### src/rtl/hyperram_rx_capture.sv
// HyperRAM read-data capture: qualifies DDR beats by RWDS, packs 16-bit words,
// tracks burst length and a no-data timeout, and buffers words in a small FIFO.
module hyperram_rx_capture #(
  parameter int DQ_W       = 8,
  parameter int LEN_W      = 8,
  parameter int TIMEOUT    = 64,
  parameter int FIFO_DEPTH = 4
) (
  input  logic              clk,
  input  logic              rst,
  input  logic              start,
  input  logic [LEN_W-1:0]  len,
  input  logic [DQ_W-1:0]   din_ris,
  input  logic [DQ_W-1:0]   din_fal,
  input  logic              rwds_ris,
  input  logic              rwds_fal,
  output logic [2*DQ_W-1:0] dout,
  output logic              dout_valid,
  input  logic              dout_ready,
  output logic              busy,
  output logic              done,
  output logic              timeout,
  output logic              overflow
);

  localparam int TMR_W = $clog2(TIMEOUT) + 1;
  localparam int PTR_W = $clog2(FIFO_DEPTH);
  localparam int CNT_W = PTR_W + 1;
  localparam logic [TMR_W-1:0] TMR_LAST = TMR_W'(TIMEOUT - 1);
  localparam logic [TMR_W-1:0] TMR_MAX  = {TMR_W{1'b1}};
  localparam logic [CNT_W-1:0] DEPTH_C  = CNT_W'(FIFO_DEPTH);

  typedef enum logic [1:0] {
    IDLE      = 2'd0,
    WAIT_DATA = 2'd1,
    CAPTURE   = 2'd2
  } state_t;

  state_t              state_r;
  logic [LEN_W-1:0]    remaining_r;
  logic [TMR_W-1:0]    timer_r;
  logic                busy_r;
  logic                done_r;
  logic                timeout_r;
  logic                overflow_r;

  logic [2*DQ_W-1:0]   mem_r [FIFO_DEPTH];
  logic [PTR_W-1:0]    wr_ptr_r;
  logic [PTR_W-1:0]    rd_ptr_r;
  logic [CNT_W-1:0]    count_r;
  logic [2*DQ_W-1:0]   dout_r;
  logic                dout_valid_r;

  logic                beat_s;
  logic                capture_s;
  logic                full_s;
  logic                pop_s;
  logic                push_s;
  logic                drop_s;
  logic [2*DQ_W-1:0]   word_s;
  logic [CNT_W-1:0]    count_nxt_s;
  logic [PTR_W-1:0]    rd_nxt_s;
  logic [2*DQ_W-1:0]   head_nxt_s;

  // Beat qualification, FIFO push/pop decisions and next head-of-queue word
  always_comb begin
    beat_s      = rwds_ris & ~rwds_fal;
    word_s      = {din_ris, din_fal};
    capture_s   = beat_s & ((state_r == WAIT_DATA) | (state_r == CAPTURE));
    full_s      = (count_r == DEPTH_C);
    pop_s       = dout_valid_r & dout_ready;
    push_s      = capture_s & (~full_s | pop_s);
    drop_s      = capture_s & full_s & ~pop_s;
    count_nxt_s = count_r + CNT_W'(push_s) - CNT_W'(pop_s);
    rd_nxt_s    = rd_ptr_r + PTR_W'(pop_s);
    // When the queue drains to nothing but this push, the new word becomes the head.
    if (count_nxt_s == CNT_W'(0)) begin
      head_nxt_s = dout_r;
    end else if (count_r == CNT_W'(pop_s)) begin
      head_nxt_s = word_s;
    end else begin
      head_nxt_s = mem_r[rd_nxt_s];
    end
  end

  // Burst control FSM with registered status pulses
  always_ff @(posedge clk or negedge rst) begin
    if (!rst) begin
      state_r     <= IDLE;
      remaining_r <= LEN_W'(0);
      timer_r     <= TMR_W'(0);
      busy_r      <= 1'b0;
      done_r      <= 1'b0;
      timeout_r   <= 1'b0;
      overflow_r  <= 1'b0;
    end else begin
      done_r    <= 1'b0;
      timeout_r <= 1'b0;
      case (state_r)
        IDLE: begin
          if (start) begin
            if (len != LEN_W'(0)) begin
              state_r     <= WAIT_DATA;
              remaining_r <= len;
              timer_r     <= TMR_W'(0);
              overflow_r  <= 1'b0;
              busy_r      <= 1'b1;
            end else begin
              done_r <= 1'b1;
            end
          end
        end
        WAIT_DATA, CAPTURE: begin
          if (drop_s) begin
            overflow_r <= 1'b1;
          end
          if (beat_s) begin
            timer_r <= TMR_W'(0);
            if (remaining_r <= LEN_W'(1)) begin
              remaining_r <= LEN_W'(0);
              state_r     <= IDLE;
              busy_r      <= 1'b0;
              done_r      <= 1'b1;
            end else begin
              remaining_r <= remaining_r - LEN_W'(1);
              state_r     <= CAPTURE;
            end
          end else if (timer_r == TMR_LAST) begin
            state_r   <= IDLE;
            busy_r    <= 1'b0;
            timeout_r <= 1'b1;
            timer_r   <= TMR_W'(0);
          end else if (timer_r != TMR_MAX) begin
            timer_r <= timer_r + TMR_W'(1);
          end
        end
        default: begin
          state_r <= IDLE;
          busy_r  <= 1'b0;
        end
      endcase
    end
  end

  // Output FIFO storage, pointers and registered head word
  always_ff @(posedge clk or negedge rst) begin
    if (!rst) begin
      for (int i = 0; i < FIFO_DEPTH; i++) begin
        mem_r[i] <= {(2*DQ_W){1'b0}};
      end
      wr_ptr_r     <= PTR_W'(0);
      rd_ptr_r     <= PTR_W'(0);
      count_r      <= CNT_W'(0);
      dout_r       <= {(2*DQ_W){1'b0}};
      dout_valid_r <= 1'b0;
    end else begin
      if (push_s) begin
        mem_r[wr_ptr_r] <= word_s;
        wr_ptr_r        <= wr_ptr_r + PTR_W'(1);
      end
      rd_ptr_r     <= rd_nxt_s;
      count_r      <= count_nxt_s;
      dout_r       <= head_nxt_s;
      dout_valid_r <= (count_nxt_s != CNT_W'(0));
    end
  end

  assign dout       = dout_r;
  assign dout_valid = dout_valid_r;
  assign busy       = busy_r;
  assign done       = done_r;
  assign timeout    = timeout_r;
  assign overflow   = overflow_r;

endmodule
### config.mk
export PLATFORM = sky130hd
export DESIGN_NAME = hyperram_rx_capture
export DESIGN_NICKNAME = d
export VERILOG_FILES = /design/src/rtl/hyperram_rx_capture.sv
export SDC_FILE = /design/constraint.sdc
export NUM_CORES = 1
export LEC_CHECK = 0
export CAP_MARGIN = 20
export CELL_PAD_IN_SITES_DETAIL_PLACEMENT = 0
export CELL_PAD_IN_SITES_GLOBAL_PLACEMENT = 2
export CORE_MARGIN = 4
export CORE_UTILIZATION = 40
export DETAILED_ROUTE_END_ITERATION = 8
export HOLD_SLACK_MARGIN = 0.12
export MAX_ROUTING_LAYER = met4
export PLACE_DENSITY_LB_ADDON = 0.1
export SLEW_MARGIN = 10
export SYNTH_ARGS = -nofsm -noshare
export SYNTH_HDL_FRONTEND = slang
export SYNTH_SLANG_ARGS = --single-unit
export TNS_END_PERCENT = 50
### constraint.sdc
create_clock -name clk -period 8.5 [get_ports clk]
set_input_delay 2.125 -clock clk [delete_from_list [all_inputs] [get_ports clk]]
set_output_delay 2.125 -clock clk [all_outputs]
set_load 0.1 [all_outputs]
After elaboration in Yosys (flattened, before gate mapping)

Cells that the tools add are included.

Add/sub/neg operators: 6
Multipliers: 0
Div/mod/pow operators: 0
Magnitude comparators: 4
Equality and inequality tests: 13
Shift operators: 0
Mux-type cells: 42
Bitwise logic cells: 13
Reductions and logical operators: 12

Operators by type and width:

| cell                | number |
|---|---|
| $bwmux 64           | 1 |
| $mux 16             | 4 |
| $mux 7              | 5 |
| $bmux 16 s2         | 1 |
| $demux 16 s2        | 1 |
| $mux 8              | 4 |
| $pmux 8 s2          | 1 |
| $reduce_and 4->1    | 4 |
| $mux 1              | 15 |
| $pmux 7 s2          | 1 |
| $mux 2              | 5 |
| $le 8x1->1 const B  | 1 |
| $ne 2x2->1 const B  | 4 |
| $reduce_bool 8->1   | 1 |
| $sub 8x1->8 const B | 1 |
| $add 7x1->7 const B | 1 |
| $eq 7x6->1 const B  | 1 |
| $ne 7x7->1 const B  | 1 |
| $and 1x1->1         | 6 |
| $ge 3x3->1 const B  | 2 |
| $ne 3x3->1 const B  | 2 |
| $not 2->3           | 2 |
| $pmux 1 s2          | 3 |
| $ne 4x4->1 const B  | 1 |
| other kinds (19)    | 22 |

Register bits after elaboration: 109
Bits in latches: 0
Bits in writable memories: 0
ROM bits: 0
Input bits: 30
Logic and storage cells: 106
Memories: 0

Depth between registers and ports, before layout

Word-level depth: 7
Mapped depth: 16

Worst setup path before layout

No wires, ideal clock.

Path kind: input to register
From: input rwds_fal
To: register dout_r[10], in the netlist dout[10]
Library setup time: 0.126 ns
Arrival: 4.645 ns
Required time: 8.374 ns
Path slack: 3.729 ns
Cell stages on the path: 13
Buffers on the path: 2
Path through: nand3b_1 -> a31oi_2 -> inv_1 -> ha_1 -> inv_1 -> ha_1 -> fa_1 -> xor2_1 -> xnor2_1 -> or3_1 -> buf_6 -> buf_12 -> mux2_4

Longest elaborated chain between the ends: 7

Ends and longest elaborated chain:

| item                     | line | RTL |
|---|---|---|
| start: declaration       | 16   | `input logic rwds_fal,` |
| $not 1->1                | 67   | `beat_s = rwds_ris & ~rwds_fal;` |
| $and 1x1->1              | 67   |  |
| $and 1x1->1              | 69   | `capture_s = beat_s & ((state_r == WAIT_DATA) \| (state_r == CAPTURE));` |
| $and 1x1->1              | 72   | `push_s = capture_s & (~full_s \| pop_s);` |
| $add 3x1->3              | 74   | `count_nxt_s = count_r + CNT_W'(push_s) - CNT_W'(pop_s);` |
| $sub 3x1->3              | 74   |  |
| named net count_nxt_s[2] | 61   | `logic [CNT_W-1:0] count_nxt_s;` |
| $logic_not 3->1          | 77   | `if (count_nxt_s == CNT_W'(0)) begin` |
| end signal: assignment   | 154  | `dout_r <= {(2*DQ_W){1'b0}};` |
| end signal: assignment   | 163  | `dout_r <= head_nxt_s;` |
| end: declaration         | 51   | `logic [2*DQ_W-1:0] dout_r;` |

The timed path passes the listed nets, and every way through them passes these cells.
A chain may end at the register's enable or synchronous reset.

Worst setup path after layout

From: input rwds_fal
To: register dout_r[3], in the netlist dout[3]

Same word-level chain as after synthesis.

==> impl_metrics.env <==
export IMPL_status="completed"
export IMPL_fin_total_pwr_mw=2.84
export IMPL_antenna_found_initial=0
export IMPL_cts_htree_levels=3
export IMPL_final_common_cell="dfrtp_1"
export IMPL_mappedNetlistArea_um2=5360
export IMPL_post_place_ws_ps=2660
export IMPL_layout_drive_gt1_share_pct=32.3
export IMPL_die_h_um=124
export IMPL_avgSynthCellArea_um2=13.9
export IMPL_crit_fanout=17
export IMPL_drt_iter0_drc=200
export IMPL_vias_per_cell=5.34
export IMPL_first_pass_iters=4
export IMPL_synth_edf_count=0
export IMPL_crit_arrival_ps=5650
export IMPL_p_int_mw=1.71
export IMPL_p_clk_share_pct=15.7
export IMPL_p_comb_share_pct=52.4
export IMPL_synth_cell_types=49
export IMPL_setup_ws_ps=3090
export IMPL_async_flop_share_pct=100
export IMPL_cap_violations=0
export IMPL_max_freq_ghz=0.185
export IMPL_cts_tree="yes"
export IMPL_grt_ovfl_total=0
export IMPL_synth_warnings=0
export IMPL_ctsHoldBuffers=0
export IMPL_slew_violations=0
export IMPL_grt_max_degree=58
export IMPL_power_switching_mw=1.13
export IMPL_netlist_instances=386
export IMPL_hp_start="timer_r[6]"
export IMPL_fin_tns_setup_ps=0
export IMPL_finalCritPeriodShare_pct=63.6
export IMPL_cts_setup_buffers=0
export IMPL_path_clk_slew_ps=80
export IMPL_grt_pass1_wl_um=18100
export IMPL_setup_viol=0
export IMPL_routabilityCongestion=0.734
export IMPL_grt_setup_unrepaired="no"
export IMPL_drcViolationCount=0
export IMPL_synth_top_area_share_pct=50.9
export IMPL_cts_buffers=9
export IMPL_ios=51
export IMPL_skew_ps=10.4
export IMPL_wl_per_cell_um=18.1
export IMPL_fill_cells=1178
export IMPL_port_buffers=50
export IMPL_cts_sinks=109
export IMPL_cp_start_kind="input port"
export IMPL_synth_area_leaders="dfrtp_1 (51%), mux2_2 (19%), mux4_2 (6.7%)"
export IMPL_root_buffer="clkbuf_16"
export IMPL_peakVddDrop_mv=0.256
export IMPL_crit_type="in2reg"
export IMPL_diodes=0
export IMPL_ctsResizeCount=0
export IMPL_via_count=3272
export IMPL_ys_seq_area_share_pct=50.9
export IMPL_synth_seq_cells=109
export IMPL_hp_class="reg2reg"
export IMPL_grt_pass1_vias=3384
export IMPL_fin_nets=475
export IMPL_min_period_ps=5410
export IMPL_floorplan_rows=42
export IMPL_routed_wl_um=11100
export IMPL_power_density_nw_per_um2=451
export IMPL_grtUsageTotal_pct=16.0
export IMPL_cp_end_kind="register"
export IMPL_insertion_delay_ps=350
export IMPL_synth_area_leader_cell="dfrtp_1"
export IMPL_tightest_slew_ps=1020
export IMPL_switching_share_pct=39.6
export IMPL_power_frac_seq_pct=31.9
export IMPL_start_util_pct=40.7
export IMPL_slew_headroom_pct=31.9
export IMPL_critPathRequiredTime_ps=8740
export IMPL_die_width_um=124
export IMPL_clk_path_buf_depth=2
export IMPL_syn_to_final_growth_pct=17.5
export IMPL_fp_coreArea_um2=13200
export IMPL_critPathLaunch="rwds_fal"
export IMPL_fp_dieArea_um2=15300
export IMPL_reg2reg_from="state_r[1]"
export IMPL_syn_num_nets=429
export IMPL_hold_violations=0
export IMPL_p_leak_nw=2.71
export IMPL_synthFlopType="dfrtp_1"
export IMPL_postRouteAntennaNets=0
export IMPL_dpl_hpwl_um=7260
export IMPL_layout_common_cells="dfrtp_1 (109), mux2_2 (92), clkdlybuf4s50_1 (49)"
-- synth_stat cells, types with 2 or more instances --
| library cell | instances |
|---|---|
| a21oi_1 | 7 |
| a221o_1 | 2 |
| a22o_1 | 2 |
| a31oi_1 | 4 |
| and2_1 | 5 |
| and3_1 | 7 |
| buf_2 | 7 |
| buf_4 | 6 |
| clkbuf_1 | 4 |
| dfrtp_1 | 109 |
| ha_1 | 12 |
| inv_1 | 16 |
| mux2_2 | 92 |
| mux2_4 | 9 |
| mux2i_1 | 2 |
| mux4_2 | 16 |
| nand2_1 | 9 |
| nand2b_1 | 4 |
| nand3_1 | 3 |
| nand3b_1 | 2 |
| nor2_1 | 10 |
| nor2b_1 | 4 |
| nor3_1 | 7 |
| nor3b_1 | 2 |
| nor4_1 | 3 |
| o211ai_1 | 8 |
| o2bb2ai_1 | 7 |
| o31a_1 | 2 |
| or3_1 | 3 |
| xnor2_1 | 2 |
| xor2_1 | 2 |
-- routing by layer --
layer | vias to the layer above | wire length, um | part of all wire (%) | global-route usage [%]
li1 | 1522 | - | - | -
met1 | 1680 | 5020 | 45 | 20.3
met2 | 59 | 5530 | 50 | 26.0
met3 | 11 | 403 | 3.6 | 4.09
met4 | 0 | 125 | 1.1 | 3.74
met5 | - | 0 | 0 | -
-- through the flow --
step           util, %  std cells  hold WS (ps)  area [um2]
6_report          47.8        613           489        6300
4_1_cts           47.8        613           485        6300
2_1_floorplan        -        386           447        5360
3_5_place_dp      45.4        597           469        5980
5_1_grt           47.8        613           508        6300
3_3_place_gp      45.4        597           468        5980
-- power groups by stage --
stage	Combinational, mW	Sequential (mW)	Clock, mW
2_1_floorplan	0.950	1.18	0
3_3_place_gp	1.49	0.910	0
3_5_place_dp	1.51	0.916	0
4_1_cts	1.51	0.908	0.462
5_1_grt	1.61	0.936	0.480
6_report	1.49	0.905	0.446
-- worst paths after layout --
kind                                        to  slack, ps  cells past startpoint
worst max-delay path                   dout[3]       3090                     12
worst min-delay path                   timeout        490                      1
worst max register to register         dout[3]       4140                     13
worst min register to register         timeout        490                      1
max in group asynchronous             overflow       5500                      2
min in group asynchronous       remaining_r[7]       1800                      1
-- layout make-up --
type | instances | area [um2] | share of cell area (%)
Clock buffer | 9 | 225 | 3.57
Clock inverter | 7 | 91.3 | 1.45
Inverter | 17 | 63.8 | 1.01
Multi-Input combinational cell | 241 | 2440 | 38.8
Sequential cell | 109 | 2730 | 43.3
Tap cell | 176 | 220 | 3.49
Timing Repair Buffer | 54 | 528 | 8.38
-- worst max-delay path, cell delays in order --
cell             delay (ps)
clkdlybuf4s50_1         400
nand3b_1                240
a31oi_2                 370
inv_1                    80
ha_1                    280
inv_1                    30
ha_1                    180
fa_1                    380
xor2_1                  160
xnor2_1                 160
or3_1                   810
mux2_2                  410
-- logic make-up after synthesis --
family / synth area share [%]
AO/OA/AOI/OAI: 6.53
XOR/XNOR: 0.653
AND/OR/NAND/NOR: 6.30
adder cells (fa/ha/maj): 3.17
buffers and inverters: 3.55
multiplexers: 28.9
flip-flops: 50.9
-- registers in the layout, summed over array words and instances, names as in the netlist --
name / count
done: 1
count_r: 3
dout_valid: 1
timer_r: 7
dout: 16
timeout: 1
wr_ptr_r: 2
overflow: 1
state_r: 2
busy: 1
mem_r: 64
rd_ptr_r: 2
remaining_r: 8
Note: power is estimated with default switching activity, not from simulation.
